<file path="src/rtl/store_align_unit.sv">
// Store alignment and SRAM-like write handshake for the MEM stage.
// Replicates store data across byte lanes, builds strobes, and raises AdES on misalignment.
module store_align_unit #(
    parameter int unsigned ADDR_W  = 32,
    parameter int unsigned TIMEOUT = 0
) (
    input  logic              clk,
    input  logic              rst,
    input  logic              st_valid,
    output logic              st_ready,
    input  logic [1:0]        st_op,
    input  logic [ADDR_W-1:0] st_addr,
    input  logic [31:0]       st_data,
    input  logic              flush,
    output logic              st_done,
    output logic              st_ades,
    output logic              st_buserr,
    output logic [ADDR_W-1:0] st_badvaddr,
    output logic              data_req,
    output logic              data_wr,
    output logic [1:0]        data_size,
    output logic [ADDR_W-1:0] data_addr,
    output logic [3:0]        data_wstrb,
    output logic [31:0]       data_wdata,
    input  logic              data_addr_ok,
    input  logic              data_data_ok
);

    localparam int unsigned CNT_W = 32;

    typedef enum logic [1:0] {
        S_IDLE = 2'd0,
        S_REQ  = 2'd1,
        S_WAIT = 2'd2,
        S_ERR  = 2'd3
    } state_t;

    state_t              state_q;
    logic [CNT_W-1:0]    cnt_q;
    logic                drop_q;
    logic                data_req_q;
    logic [1:0]          data_size_q;
    logic [ADDR_W-1:0]   data_addr_q;
    logic [3:0]          data_wstrb_q;
    logic [31:0]         data_wdata_q;
    logic                st_done_q;
    logic                st_ades_q;
    logic                st_buserr_q;
    logic [ADDR_W-1:0]   st_badvaddr_q;

    logic [1:0]          size_c;
    logic [3:0]          wstrb_c;
    logic [31:0]         wdata_c;
    logic                misalign_c;
    logic                timeout_c;
    logic                suppress_c;

    // Lane decode of the incoming request; op 11 behaves as SW.
    always_comb begin
        size_c     = 2'd2;
        wstrb_c    = 4'b1111;
        wdata_c    = st_data;
        misalign_c = (st_addr[1:0] != 2'b00);
        case (st_op)
            2'b00: begin
                size_c     = 2'd0;
                wstrb_c    = 4'b0001 << st_addr[1:0];
                wdata_c    = {4{st_data[7:0]}};
                misalign_c = 1'b0;
            end
            2'b01: begin
                size_c     = 2'd1;
                wstrb_c    = st_addr[1] ? 4'b1100 : 4'b0011;
                wdata_c    = {2{st_data[15:0]}};
                misalign_c = st_addr[0];
            end
            default: ;
        endcase
    end

    assign timeout_c  = (TIMEOUT > 0) && (cnt_q == CNT_W'(TIMEOUT - 1));
    assign suppress_c = drop_q || flush;

    always_ff @(posedge clk) begin
        if (rst) begin
            state_q       <= S_IDLE;
            cnt_q         <= '0;
            drop_q        <= 1'b0;
            data_req_q    <= 1'b0;
            data_size_q   <= '0;
            data_addr_q   <= '0;
            data_wstrb_q  <= '0;
            data_wdata_q  <= '0;
            st_done_q     <= 1'b0;
            st_ades_q     <= 1'b0;
            st_buserr_q   <= 1'b0;
            st_badvaddr_q <= '0;
        end else begin
            st_done_q     <= 1'b0;
            st_ades_q     <= 1'b0;
            st_buserr_q   <= 1'b0;
            st_badvaddr_q <= '0;
            case (state_q)
                S_IDLE: begin
                    if (st_valid && !flush) begin
                        if (misalign_c) begin
                            state_q       <= S_ERR;
                            st_done_q     <= 1'b1;
                            st_ades_q     <= 1'b1;
                            st_badvaddr_q <= st_addr;
                        end else begin
                            state_q      <= S_REQ;
                            data_req_q   <= 1'b1;
                            data_size_q  <= size_c;
                            data_addr_q  <= st_addr;
                            data_wstrb_q <= wstrb_c;
                            data_wdata_q <= wdata_c;
                            drop_q       <= 1'b0;
                        end
                    end
                end
                S_ERR: begin
                    state_q <= S_IDLE;
                end
                S_REQ: begin
                    // An accepted handshake cannot be cancelled, so a flush only marks it dropped.
                    if (data_addr_ok) begin
                        state_q    <= S_WAIT;
                        data_req_q <= 1'b0;
                        cnt_q      <= '0;
                        drop_q     <= flush;
                    end else if (flush) begin
                        state_q    <= S_IDLE;
                        data_req_q <= 1'b0;
                    end
                end
                S_WAIT: begin
                    if (data_data_ok) begin
                        state_q   <= S_IDLE;
                        st_done_q <= !suppress_c;
                        drop_q    <= 1'b0;
                    end else if (timeout_c) begin
                        state_q     <= S_IDLE;
                        st_done_q   <= !suppress_c;
                        st_buserr_q <= !suppress_c;
                        drop_q      <= 1'b0;
                    end else begin
                        cnt_q <= cnt_q + CNT_W'(1);
                        if (flush) begin
                            drop_q <= 1'b1;
                        end
                    end
                end
                default: begin
                    state_q <= S_IDLE;
                end
            endcase
        end
    end

    assign st_ready    = (state_q == S_IDLE) && !rst;
    assign st_done     = st_done_q;
    assign st_ades     = st_ades_q;
    assign st_buserr   = st_buserr_q;
    assign st_badvaddr = st_badvaddr_q;
    assign data_req    = data_req_q;
    assign data_wr     = data_req_q;
    assign data_size   = data_size_q;
    assign data_addr   = data_addr_q;
    assign data_wstrb  = data_wstrb_q;
    assign data_wdata  = data_wdata_q;

endmodule

</file>
<file path="config.mk">
export PLATFORM = sky130hd
export DESIGN_NAME = store_align_unit
export DESIGN_NICKNAME = d
export VERILOG_FILES = /design/src/rtl/store_align_unit.sv
export SDC_FILE = /design/constraint.sdc
export NUM_CORES = 1
export LEC_CHECK = 0
export ABC_AREA = 1
export CORE_MARGIN = 2
export CORE_UTILIZATION = 42
export DETAILED_ROUTE_END_ITERATION = 7
export PLACE_DENSITY = 0.91
export SETUP_SLACK_MARGIN = 0.05
export SKIP_CTS_REPAIR_TIMING = 1
export SYNTH_ARGS = -nofsm -noshare
export SYNTH_HDL_FRONTEND = slang
export SYNTH_SLANG_ARGS = --single-unit
</file>
<file path="constraint.sdc">
create_clock -name clk -period 1.9 [get_ports clk]
set_input_delay 0.475 -clock clk [delete_from_list [all_inputs] [get_ports clk]]
set_output_delay 0.475 -clock clk [all_outputs]
set_load 0.01 [all_outputs]
</file>
Yosys cells after proc, flatten, opt, wreduce, memory -nomap -nowiden
Cells that the tools add are included.

storage, ports and cells
  bits in registers = 108
  input bits = 72
  word-level logic and storage cells = 67

cells by class
  eq/ne operators = 10
  shifts and indexed selects = 1
  muxes and demuxes = 26
  bitwise gates (word level) = 3
  reduce and logical (&&, ||, !) cells = 17

operators by type and width
  operator                                                           count
  32-bit one-hot mux with 2 select lines                             1
  1-bit 2-to-1 mux                                                   12
  2-bit 2-to-1 mux                                                   5
  2-bit != test, second input constant                               4
  2-bit one-hot mux with 4 select lines                              1
  4-bit one-hot mux with 2 select lines                              1
  3-bit != test, second input constant                               2
  1-bit one-hot mux with 2 select lines                              3
  3-bit AND reduction                                                2
  5-bit AND reduction                                                1
  2-bit by 1-bit == test with 1-bit output, second input constant    2
  2-bit == test, second input constant                               2
  2-bit logical NOT                                                  2
  4-bit 2-to-1 mux                                                   1
  2-bit one-hot mux with 2 select lines                              1
  4-bit AND reduction                                                1
  2-bit nonzero test                                                 2
  4-bit OR reduction                                                 1
  1-bit by 2-bit left shift with 4-bit output, first input constant  1
  1-bit logical NOT                                                  3
  1-bit NOT                                                          3
  1-bit one-hot mux with 3 select lines                              1
  3-bit nonzero test                                                 1
  1-bit logical AND                                                  2
  2 further kinds                                                    2

Longest topological paths before layout
Gate-level depths: netlist of run 1.

  depth after elaboration = 5
  depth in mapped cells = 9
  depth with buffers taken out = 9

Least setup slack after synthesis of run 1
No wires, ideal clock.

  kind = flip-flop to output port
  start point = register state_q[0]
  end point = output st_ready
  arrival time = 1195 ps
  data required time = 1425 ps
  path slack = 230 ps
  cell stages (with the launch flop) = 6
  path buffers = 1
  path through = dfxtp_1 > inv_1 > ha_1 > clkbuf_1 > inv_1 > nor2_1

on the way
  word-level cells in the longest chain between the ends = 2

ends and longest elaborated chain
  item                      line  text
  start: declaration        38    state_t state_q;
  start signal: assignment  86    state_q <= S_IDLE;
  start signal: assignment  107   state_q <= S_ERR;
  start signal: assignment  112   state_q <= S_REQ;
  2-bit logical NOT         161   assign st_ready = (state_q == S_IDLE) && !rst;
  1-bit logical AND         161
  end: declaration          10    output logic st_ready,

No other way between the ends.

Final worst setup path of run 1
  start point = register data_wdata_q[24] (netlist: data_wdata[24])
  end point = output data_wdata[24]

RTL lines
  item                      line  text
  start: declaration        45    logic [31:0] data_wdata_q;
  start signal: assignment  117   data_wdata_q <= wdata_c;
  end: declaration          24    output logic [31:0] data_wdata,

No word-level cell between the ends.

==> qor.log, run 1 <==
qor: cts.cts_made_buffers 9
qor: pwr.power-per-cell-area 831 nW/µm²
qor: placement.dp_cells 867
qor: detailed_routing.total_iterations_of_the_first_detailed_routing_run 5
qor: pwr.p_seq_share 47.7%
qor: critical_path.worst_r2r_path_depth 7
qor: cells_and_area.stdcell_count 883
qor: pwr.part_of_the_power_in_the_clock_network 26.8%
qor: critical_path.critical_path_cell_count 1
qor: min_path.hp-class register to register
qor: global_routing.wire_length_of_the_first_global_routing_pass 18,800 µm
qor: placement.post-dp-hpwl 9430 µm
qor: logic_synthesis.post_synth_instance_area 4140 µm²
qor: logic_synthesis.synth_largest_type_area_fraction 52.2%
qor: global_routing.grt_pass1_vias 4,180
qor: cells_and_area.num-nets-final 821
qor: timing.fin_crit_sh 93.3%
qor: detailed_routing.detail_route.drc_violations 0
qor: logic_synthesis.mappedNetlistNets 635
qor: logic_synthesis.ys_ff_latch 108
qor: timing.clock.fmax 564 MHz
qor: detailed_routing.via_per_inst 4.80
qor: cells_and_area.multiInputGateArea 1600 µm²
qor: critical_path.critical_path_buf_inv_count 1
qor: critical_path.worst_path_dominant_cell_family buffers and inverters
qor: critical_path.ff2ff_setup_slack 390 ps
qor: placement.place.port_buffers 178
qor: pwr.power_leakage 0.00260 µW
qor: floorplanning.rows 36
qor: cts.cts_tree done
qor: detailed_routing.detail_route.wl_per_cell 13.7 µm
qor: logic_synthesis.synth.top_cells.by_count sky130_fd_sc_hd__nand2_1 (199), sky130_fd_sc_hd__dfxtp_1 (108), sky130_fd_sc_hd__a21oi_1 (72)
qor: logic_synthesis.largest_cells_by_area_after_synthesis sky130_fd_sc_hd__dfxtp_1 (52%), sky130_fd_sc_hd__nand2_1 (18%), sky130_fd_sc_hd__a21oi_1 (8.7%), sky130_fd_sc_hd__inv_1 (4.9%), sky130_fd_sc_hd__nor2_1 (3.9%)
qor: logic_synthesis.yosys.cell_count.top_type sky130_fd_sc_hd__nand2_1
qor: detailed_routing.dr_total_vias 4,240
qor: critical_path.critical_path_class register to output pin
qor: timing.final_period_minus_worst_setup_slack 1770 ps
qor: cts.clock_sink_count 108
qor: cts.htreeDepth 3
qor: cells_and_area.drive_above_1_share 8.00%
qor: placement.placedInstanceArea 6170 µm²
qor: floorplanning.core-area 9680 µm²
qor: floorplanning.io_pins 180
qor: cts.clock_path_buffers 2
qor: critical_path.critical_path.max_fanout 2
qor: detailed_routing.routed_wirelength 12,100 µm
qor: min_path.worst_hold_path.num_cells 1
qor: cells_and_area.n_fill_cell 785
qor: timing.final_max_slew_viol_count 0
qor: detailed_routing.antenna_left 0
qor: timing.setup_viol_count_final 0
qor: critical_path.cp_data_required_time 1420 ps
qor: timing.hold_viol 0
qor: placement.gp_congestion 0.893
qor: pwr.p_comb_share 25.5%
qor: pwr.netSwitchingFraction 29.2%
qor: floorplanning.chipWidth 103 µm
qor: critical_path.critical_path_cell_by_cell clkdlybuf4s50_1
qor: critical_path.critical_path_arrival 1300 ps
qor: global_routing.grt_start_max_net_pins 39
qor: cells_and_area.area.sequential 2160 µm²
qor: cts.clock-root-buffer sky130_fd_sc_hd__clkbuf_8
qor: detailed_routing.drt_iter0_drc 211
qor: global_routing.grt_use_total 22.2%
qor: global_routing.antenna_violations_before_repair 0
qor: floorplanning.fp.dieH 103 µm
qor: logic_synthesis.synth_area_per_cell 7.41 µm²
qor: logic_synthesis.synth-main-ff-cell sky130_fd_sc_hd__dfxtp_1
qor: timing.worst_clock_skew 9.77 ps
qor: cells_and_area.area_growth_syn_to_layout 54.1%
qor: pwr.power.net_switching 1550 µW
qor: logic_synthesis.synth_edf_count 0
qor: critical_path.critical_path.max_stage_delay 560 ps
qor: global_routing.grt_overflow_total 0
qor: timing.rsz0062_at_grt false
qor: logic_synthesis.post-synth-top-area-cell sky130_fd_sc_hd__dfxtp_1
qor: critical_path.cp_slowest_cell sky130_fd_sc_hd__clkdlybuf4s50_1
qor: logic_synthesis.postSynthCellCount 559
qor: logic_synthesis.ys_warn_count 0
qor: cts.clock_latency_reported_for_the_late_side_of_the_worst_skew_pair 350 ps
qor: floorplanning.initial_utilization 42.8%
qor: critical_path.worstSetupEndpointType output pin
qor: pwr.ir_drop 0.628 mV
qor: pwr.internal_power 3760 µW
qor: status.result_of_the_run finished clean
qor: floorplanning.die_area 10,700 µm²
qor: logic_synthesis.sequential_to_total_area_share_from_yosys_stat 52.2%
qor: cells_and_area.insertedDiodeCount 0
qor: critical_path.worstSetupStartpointType register
qor: run.max_cap_violations 0
qor: logic_synthesis.postSynth.asyncResetShare 0%
qor: cts.clk_pin_slew_worst_paths 90 ps
qor: logic_synthesis.synth_cell_type_count 23
qor: cells_and_area.area_of_all_placed_cells_without_fillers 6380 µm²
cells in the final DEF, fill, tap and decap left out:
cell,count
sky130_fd_sc_hd__a21oi_1,72
sky130_fd_sc_hd__buf_12,3
sky130_fd_sc_hd__buf_2,2
sky130_fd_sc_hd__buf_4,25
sky130_fd_sc_hd__bufinv_16,1
sky130_fd_sc_hd__clkbuf_8,10
sky130_fd_sc_hd__clkdlybuf4s50_1,176
sky130_fd_sc_hd__clkinv_2,1
sky130_fd_sc_hd__clkinv_4,1
sky130_fd_sc_hd__clkinvlp_4,2
sky130_fd_sc_hd__conb_1,1
sky130_fd_sc_hd__dfxtp_1,106
sky130_fd_sc_hd__dfxtp_2,2
sky130_fd_sc_hd__ha_1,3
sky130_fd_sc_hd__ha_2,1
sky130_fd_sc_hd__inv_1,53
sky130_fd_sc_hd__inv_2,4
sky130_fd_sc_hd__inv_4,1
sky130_fd_sc_hd__inv_6,2
sky130_fd_sc_hd__nand2_1,199
sky130_fd_sc_hd__nand2_2,1
sky130_fd_sc_hd__nand3_1,9
sky130_fd_sc_hd__nand3_2,1
sky130_fd_sc_hd__nand3_4,1
sky130_fd_sc_hd__nand4_1,8
sky130_fd_sc_hd__nor2_1,43
sky130_fd_sc_hd__nor2_2,1
sky130_fd_sc_hd__nor3_4,1
sky130_fd_sc_hd__o211ai_1,7
sky130_fd_sc_hd__o21ai_0,12
sky130_fd_sc_hd__o31ai_1,1
logic make-up after synthesis:
kind of cell,share of synthesized area [%]
AND/OR/NAND/NOR,25.6
flip-flops,52.2
AO/OA/AOI/OAI,11.6
buffers and inverters,9.28
adder cells (fa/ha/maj),1.21
other,0.0906
worst paths after layout:
check	startpoint	to
worst min-delay path	drop_q$_SDFFE_PP0P_	st_done$_SDFF_PP0_
worst max register to register	state_q[0]$_SDFFE_PP0P_	data_addr[29]$_SDFFE_PP0P_
worst max-delay path	data_wdata[24]$_SDFFE_PP0P_	data_wdata[24]
worst min register to register	drop_q$_SDFFE_PP0P_	st_done$_SDFF_PP0_
routing by layer:
layer | GRT usage [%] | share of wire (%) | routed length, µm | up-vias
met3 | 4.37 | 6.4 | 774 | 27
li1 | - | - | - | 2099
met4 | 9.41 | 3.2 | 382 | 0
met2 | 40.3 | 51 | 6200 | 165
met5 | 0 | 0 | 0 | -
met1 | 25.4 | 39 | 4710 | 1949
power groups by stage:
stage	clock network [µW]	registers, µW	logic, µW
global route	1530	2550	1500
CTS	1450	2530	1360
global placement	0	2570	1310
detailed placement	0	2580	1350
finish	1420	2530	1350
floorplan	0	2630	607
flip-flops by register name, summed over array words and instances (netlist names):
name	count
data_addr	32
data_req	1
data_size	2
data_wdata	32
data_wstrb	4
drop_q	1
st_ades	1
st_badvaddr	32
st_done	1
state_q	2
per-stage QoR:
step | hold WS [ps] | util (%) | power, µW | TNS [ps] | worst slack [ps]
after detailed placement | 436 | 63.7 | 3930 | -10910 | -229
after CTS | 450 | 65.9 | 5330 | -293 | -293
after floorplan | 418 | - | 3240 | 0 | 230
final | 457 | 65.9 | 5310 | 0 | 127
after global placement | 429 | 63.7 | 3880 | -6540 | -199
after global routing | 484 | 65.9 | 5580 | 0 | 72.2
cell type report:
type	count	area share (%)
clock inverters	6	1.12
clock buffers	10	2.16
flip-flops and latches	108	33.9
inverters	59	3.53
repair buffers	206	31.6
well taps	133	2.61
multi-input cells	361	25.0
Power figures use the tool's default switching activity.
==> run 2, diff against run 1 <==
CORE_UTILIZATION = 45   (was 42)
PLACE_DENSITY = 0.95   (was 0.91)
clock period = 2.1 ns   (was 1.9 ns; I/O delays follow)
==> qor.log, run 2 (synthesis results as in run 1) <==
qor: min_path.worst_hold_path.num_cells 1 [unchanged]
qor: detailed_routing.detail_route.wl_per_cell 14.2 µm [was 13.7 µm]
qor: cells_and_area.num-nets-final 813 [was 821]
qor: pwr.ir_drop 0.586 mV [was 0.628 mV]
qor: global_routing.grt_start_max_net_pins 53 [was 39]
qor: floorplanning.core-area 9060 µm² [was 9680 µm²]
qor: placement.place.port_buffers 178 [unchanged]
qor: critical_path.critical_path.max_fanout 4 [was 2]
qor: cts.clock_latency_reported_for_the_late_side_of_the_worst_skew_pair 370 ps [was 350 ps]
qor: floorplanning.fp.dieH 99.9 µm [was 103 µm]
qor: timing.fin_crit_sh 92.1%
qor: critical_path.ff2ff_setup_slack 360 ps [was 390 ps]
qor: critical_path.critical_path.max_stage_delay 390 ps [was 560 ps]
qor: timing.clock.fmax 517 MHz
qor: detailed_routing.total_iterations_of_the_first_detailed_routing_run 5 [unchanged]
qor: cts.clock_sink_count 108 [unchanged]
qor: min_path.hp-class register to register [unchanged]
qor: global_routing.grt_use_total 23.6% [was 22.2%]
qor: critical_path.worst_r2r_path_depth 7 [unchanged]
qor: cts.clock_path_buffers 2 [unchanged]
qor: critical_path.path_common_cell sky130_fd_sc_hd__inv_1
qor: placement.post-dp-hpwl 8980 µm [was 9430 µm]
qor: timing.final_max_slew_viol_count 0 [unchanged]
qor: critical_path.critical_path_arrival 1410 ps [was 1300 ps]
qor: critical_path.regToRegStartpoint state_q[0]$_SDFFE_PP0P_ [unchanged]
qor: global_routing.antenna_violations_before_repair 0 [unchanged]
qor: detailed_routing.routed_wirelength 12,100 µm [about the same]
qor: run.max_cap_violations 0 [unchanged]
qor: detailed_routing.dr_total_vias 4,275 [was 4,240]
qor: detailed_routing.drt_iter0_drc 236 [was 211]
qor: timing.rsz0062_at_grt false [unchanged]
qor: critical_path.critical_path_class register to output pin [unchanged]
qor: critical_path.worstSetupEndpointType output pin [unchanged]
qor: cts.htreeDepth 3 [unchanged]
qor: cts.clk_pin_slew_worst_paths 110 ps [was 90 ps]
qor: critical_path.critical_path_cell_by_cell inv_1, ha_1, inv_1, nor2_1, dlymetal6s2s_1 [was clkdlybuf4s50_1]
qor: floorplanning.rows 35 [was 36]
qor: global_routing.grt_overflow_total 0 [unchanged]
qor: timing.worst_slew_pin_slew 523 ps
qor: timing.totalNegativeSetupSlack 0 ps [unchanged]
qor: critical_path.cp_slowest_cell sky130_fd_sc_hd__dfxtp_1 [was sky130_fd_sc_hd__clkdlybuf4s50_1]
qor: floorplanning.initial_utilization 45.7% [was 42.8%]
qor: cells_and_area.insertedDiodeCount 0 [unchanged]
qor: cts.cts_made_buffers 9 [unchanged]
qor: critical_path.worstSetupStartpointType register [unchanged]
qor: global_routing.wire_length_of_the_first_global_routing_pass 19,000 µm [was 18,800 µm]
qor: critical_path.cp_data_required_time 1570 ps [was 1420 ps]
qor: detailed_routing.detail_route.drc_violations 0 [unchanged]
qor: cells_and_area.drive_above_1_share 6.33% [was 8.00%]
qor: floorplanning.io_pins 180 [unchanged]
qor: pwr.power-per-cell-area 757 nW/µm² [was 831 nW/µm²]
qor: cts.cts_tree done [unchanged]
qor: status.result_of_the_run finished clean [unchanged]
qor: timing.final_period_minus_worst_setup_slack 1930 ps
qor: placement.dp_cells 837 [was 867]
qor: pwr.power_leakage 0.00258 µW [was 0.00260 µW]
qor: detailed_routing.via_per_inst 5.01 [was 4.80]
qor: cells_and_area.area_growth_syn_to_layout 52.2% [was 54.1%]
qor: cells_and_area.layout_common_cells sky130_fd_sc_hd__nand2_1 (199), sky130_fd_sc_hd__clkdlybuf4s50_1 (176), sky130_fd_sc_hd__dfxtp_1 (108), sky130_fd_sc_hd__a21oi_1 (72), sky130_fd_sc_hd__inv_1 (54) [was sky130_fd_sc_hd__nand2_1 (199), sky130_fd_sc_hd__clkdlybuf4s50_1 (176), sky130_fd_sc_hd__dfxtp_1 (106), sky130_fd_sc_hd__a21oi_1 (72), sky130_fd_sc_hd__inv_1 (53)]
qor: timing.setup_viol_count_final 0 [unchanged]
qor: timing.hold_viol 0 [unchanged]
qor: detailed_routing.antenna_left 0 [unchanged]
qor: critical_path.regToRegEndpoint st_done$_SDFF_PP0_ [was data_addr[29]$_SDFFE_PP0P_]
qor: global_routing.grt_pass1_vias 4,083 [was 4,180]
qor: floorplanning.die_area 9980 µm² [was 10,700 µm²]
qor: floorplanning.chipWidth 99.9 µm [was 103 µm]
qor: pwr.report.power.total 4770 µW [was 5310 µW]
qor: cts.clock-root-buffer sky130_fd_sc_hd__clkbuf_8 [unchanged]
qor: timing.worst_clock_skew 13.6 ps [was 9.77 ps]
qor: placement.gp_congestion 0.945 [was 0.893]
qor: min_path.hold_path_startpoint drop_q$_SDFFE_PP0P_ [unchanged]
qor: cells_and_area.layout.cells.most_common sky130_fd_sc_hd__nand2_1 [unchanged]
qor: timing.relative_slew_slack 65.1%
qor: cells_and_area.stdcell_count 853 [was 883]
qor: min_path.timing.hold.worst_endpoint st_done$_SDFF_PP0_ [unchanged]
-- run 2: cell types whose count changed in the layout (fill, tap and decap cells not counted), sizes merged --
cell / before / now
clkinvlp: 2 / 0
inv: 60 / 61
clkinv: 2 / 5
bufinv: 1 / 0
dlymetal6s2s: 0 / 1
clkbuf: 10 / 9
buf: 30 / 21
-- run 2: worst max path at each step --
stage | cells after the start | slack (ps) | startpoint | endpoint
global route | 5 | 70 | state_q[1]$_SDFFE_PP0P_ | st_ready
finish | 5 | 170 | state_q[0]$_SDFFE_PP0P_ | st_ready
global placement | 7 | 10 | st_op[1] | st_done$_SDFF_PP0_
detailed placement | 7 | -70 | st_op[1] | st_done$_SDFF_PP0_
CTS | 5 | -190 | state_q[0]$_SDFFE_PP0P_ | st_ready
floorplan | 3 | 340 | rst | st_ready
-- run 2: final cells by class --
cell class | count | area, µm²
well taps | 111 | 139
clock inverters | 7 | 78.8
repair buffers | 198 | 1980
clock buffers | 9 | 124
inverters | 59 | 223
multi-input cells | 361 | 1590
flip-flops and latches | 108 | 2160
fillers | 687 | 2770
-- run 2: worst max-delay path, delay by kind of cell, from the launching register on --
family                   cells  cell delay (ps)
adder cells (fa/ha/maj)      1              230
buffers and inverters        3              360
AND/OR/NAND/NOR              1               60
flip-flops                   1              390
-- run 2: metrics by stage --
step	worst slack [ps]	cell area [µm²]	hold slack [ps]	util, %
global route	68.8	6300	473	69.5
detailed placement	-66.6	6090	432	67.2
CTS	-191	6300	448	69.5
floorplan	338	4140	418	-
finish	165	6300	449	69.5
global placement	13.8	6090	428	67.2
-- run 2: power by group --
group | internal [µW] | leakage, µW | total (µW) | switching (µW)
Combinational | 593 | 0.00160 | 1220 | 629
Sequential | 2200 | 0.000875 | 2280 | 82.1
Clock | 473 | 0.000102 | 1260 | 791
Total | 3270 | 0.00258 | 4770 | 1500
-- run 2: metal layers --
layer  GRT usage, %  routed length (µm)  vias up
met5              0                   0        -
met4           10.6                 469        0
li1               -                   -     2087
met2           41.6                6000      212
met3           5.29                 926       42
met1           27.4                4680     1934
==> run 3, diff against run 2 <==
CORE_UTILIZATION = 42   (was 45)
PLACE_DENSITY = 0.91   (was 0.95)
clock period = 1.9 ns   (was 2.1 ns; I/O delays follow)
==> results of run 3 <==
No change in the layout: final DEF, timing and power equal those of run 1.
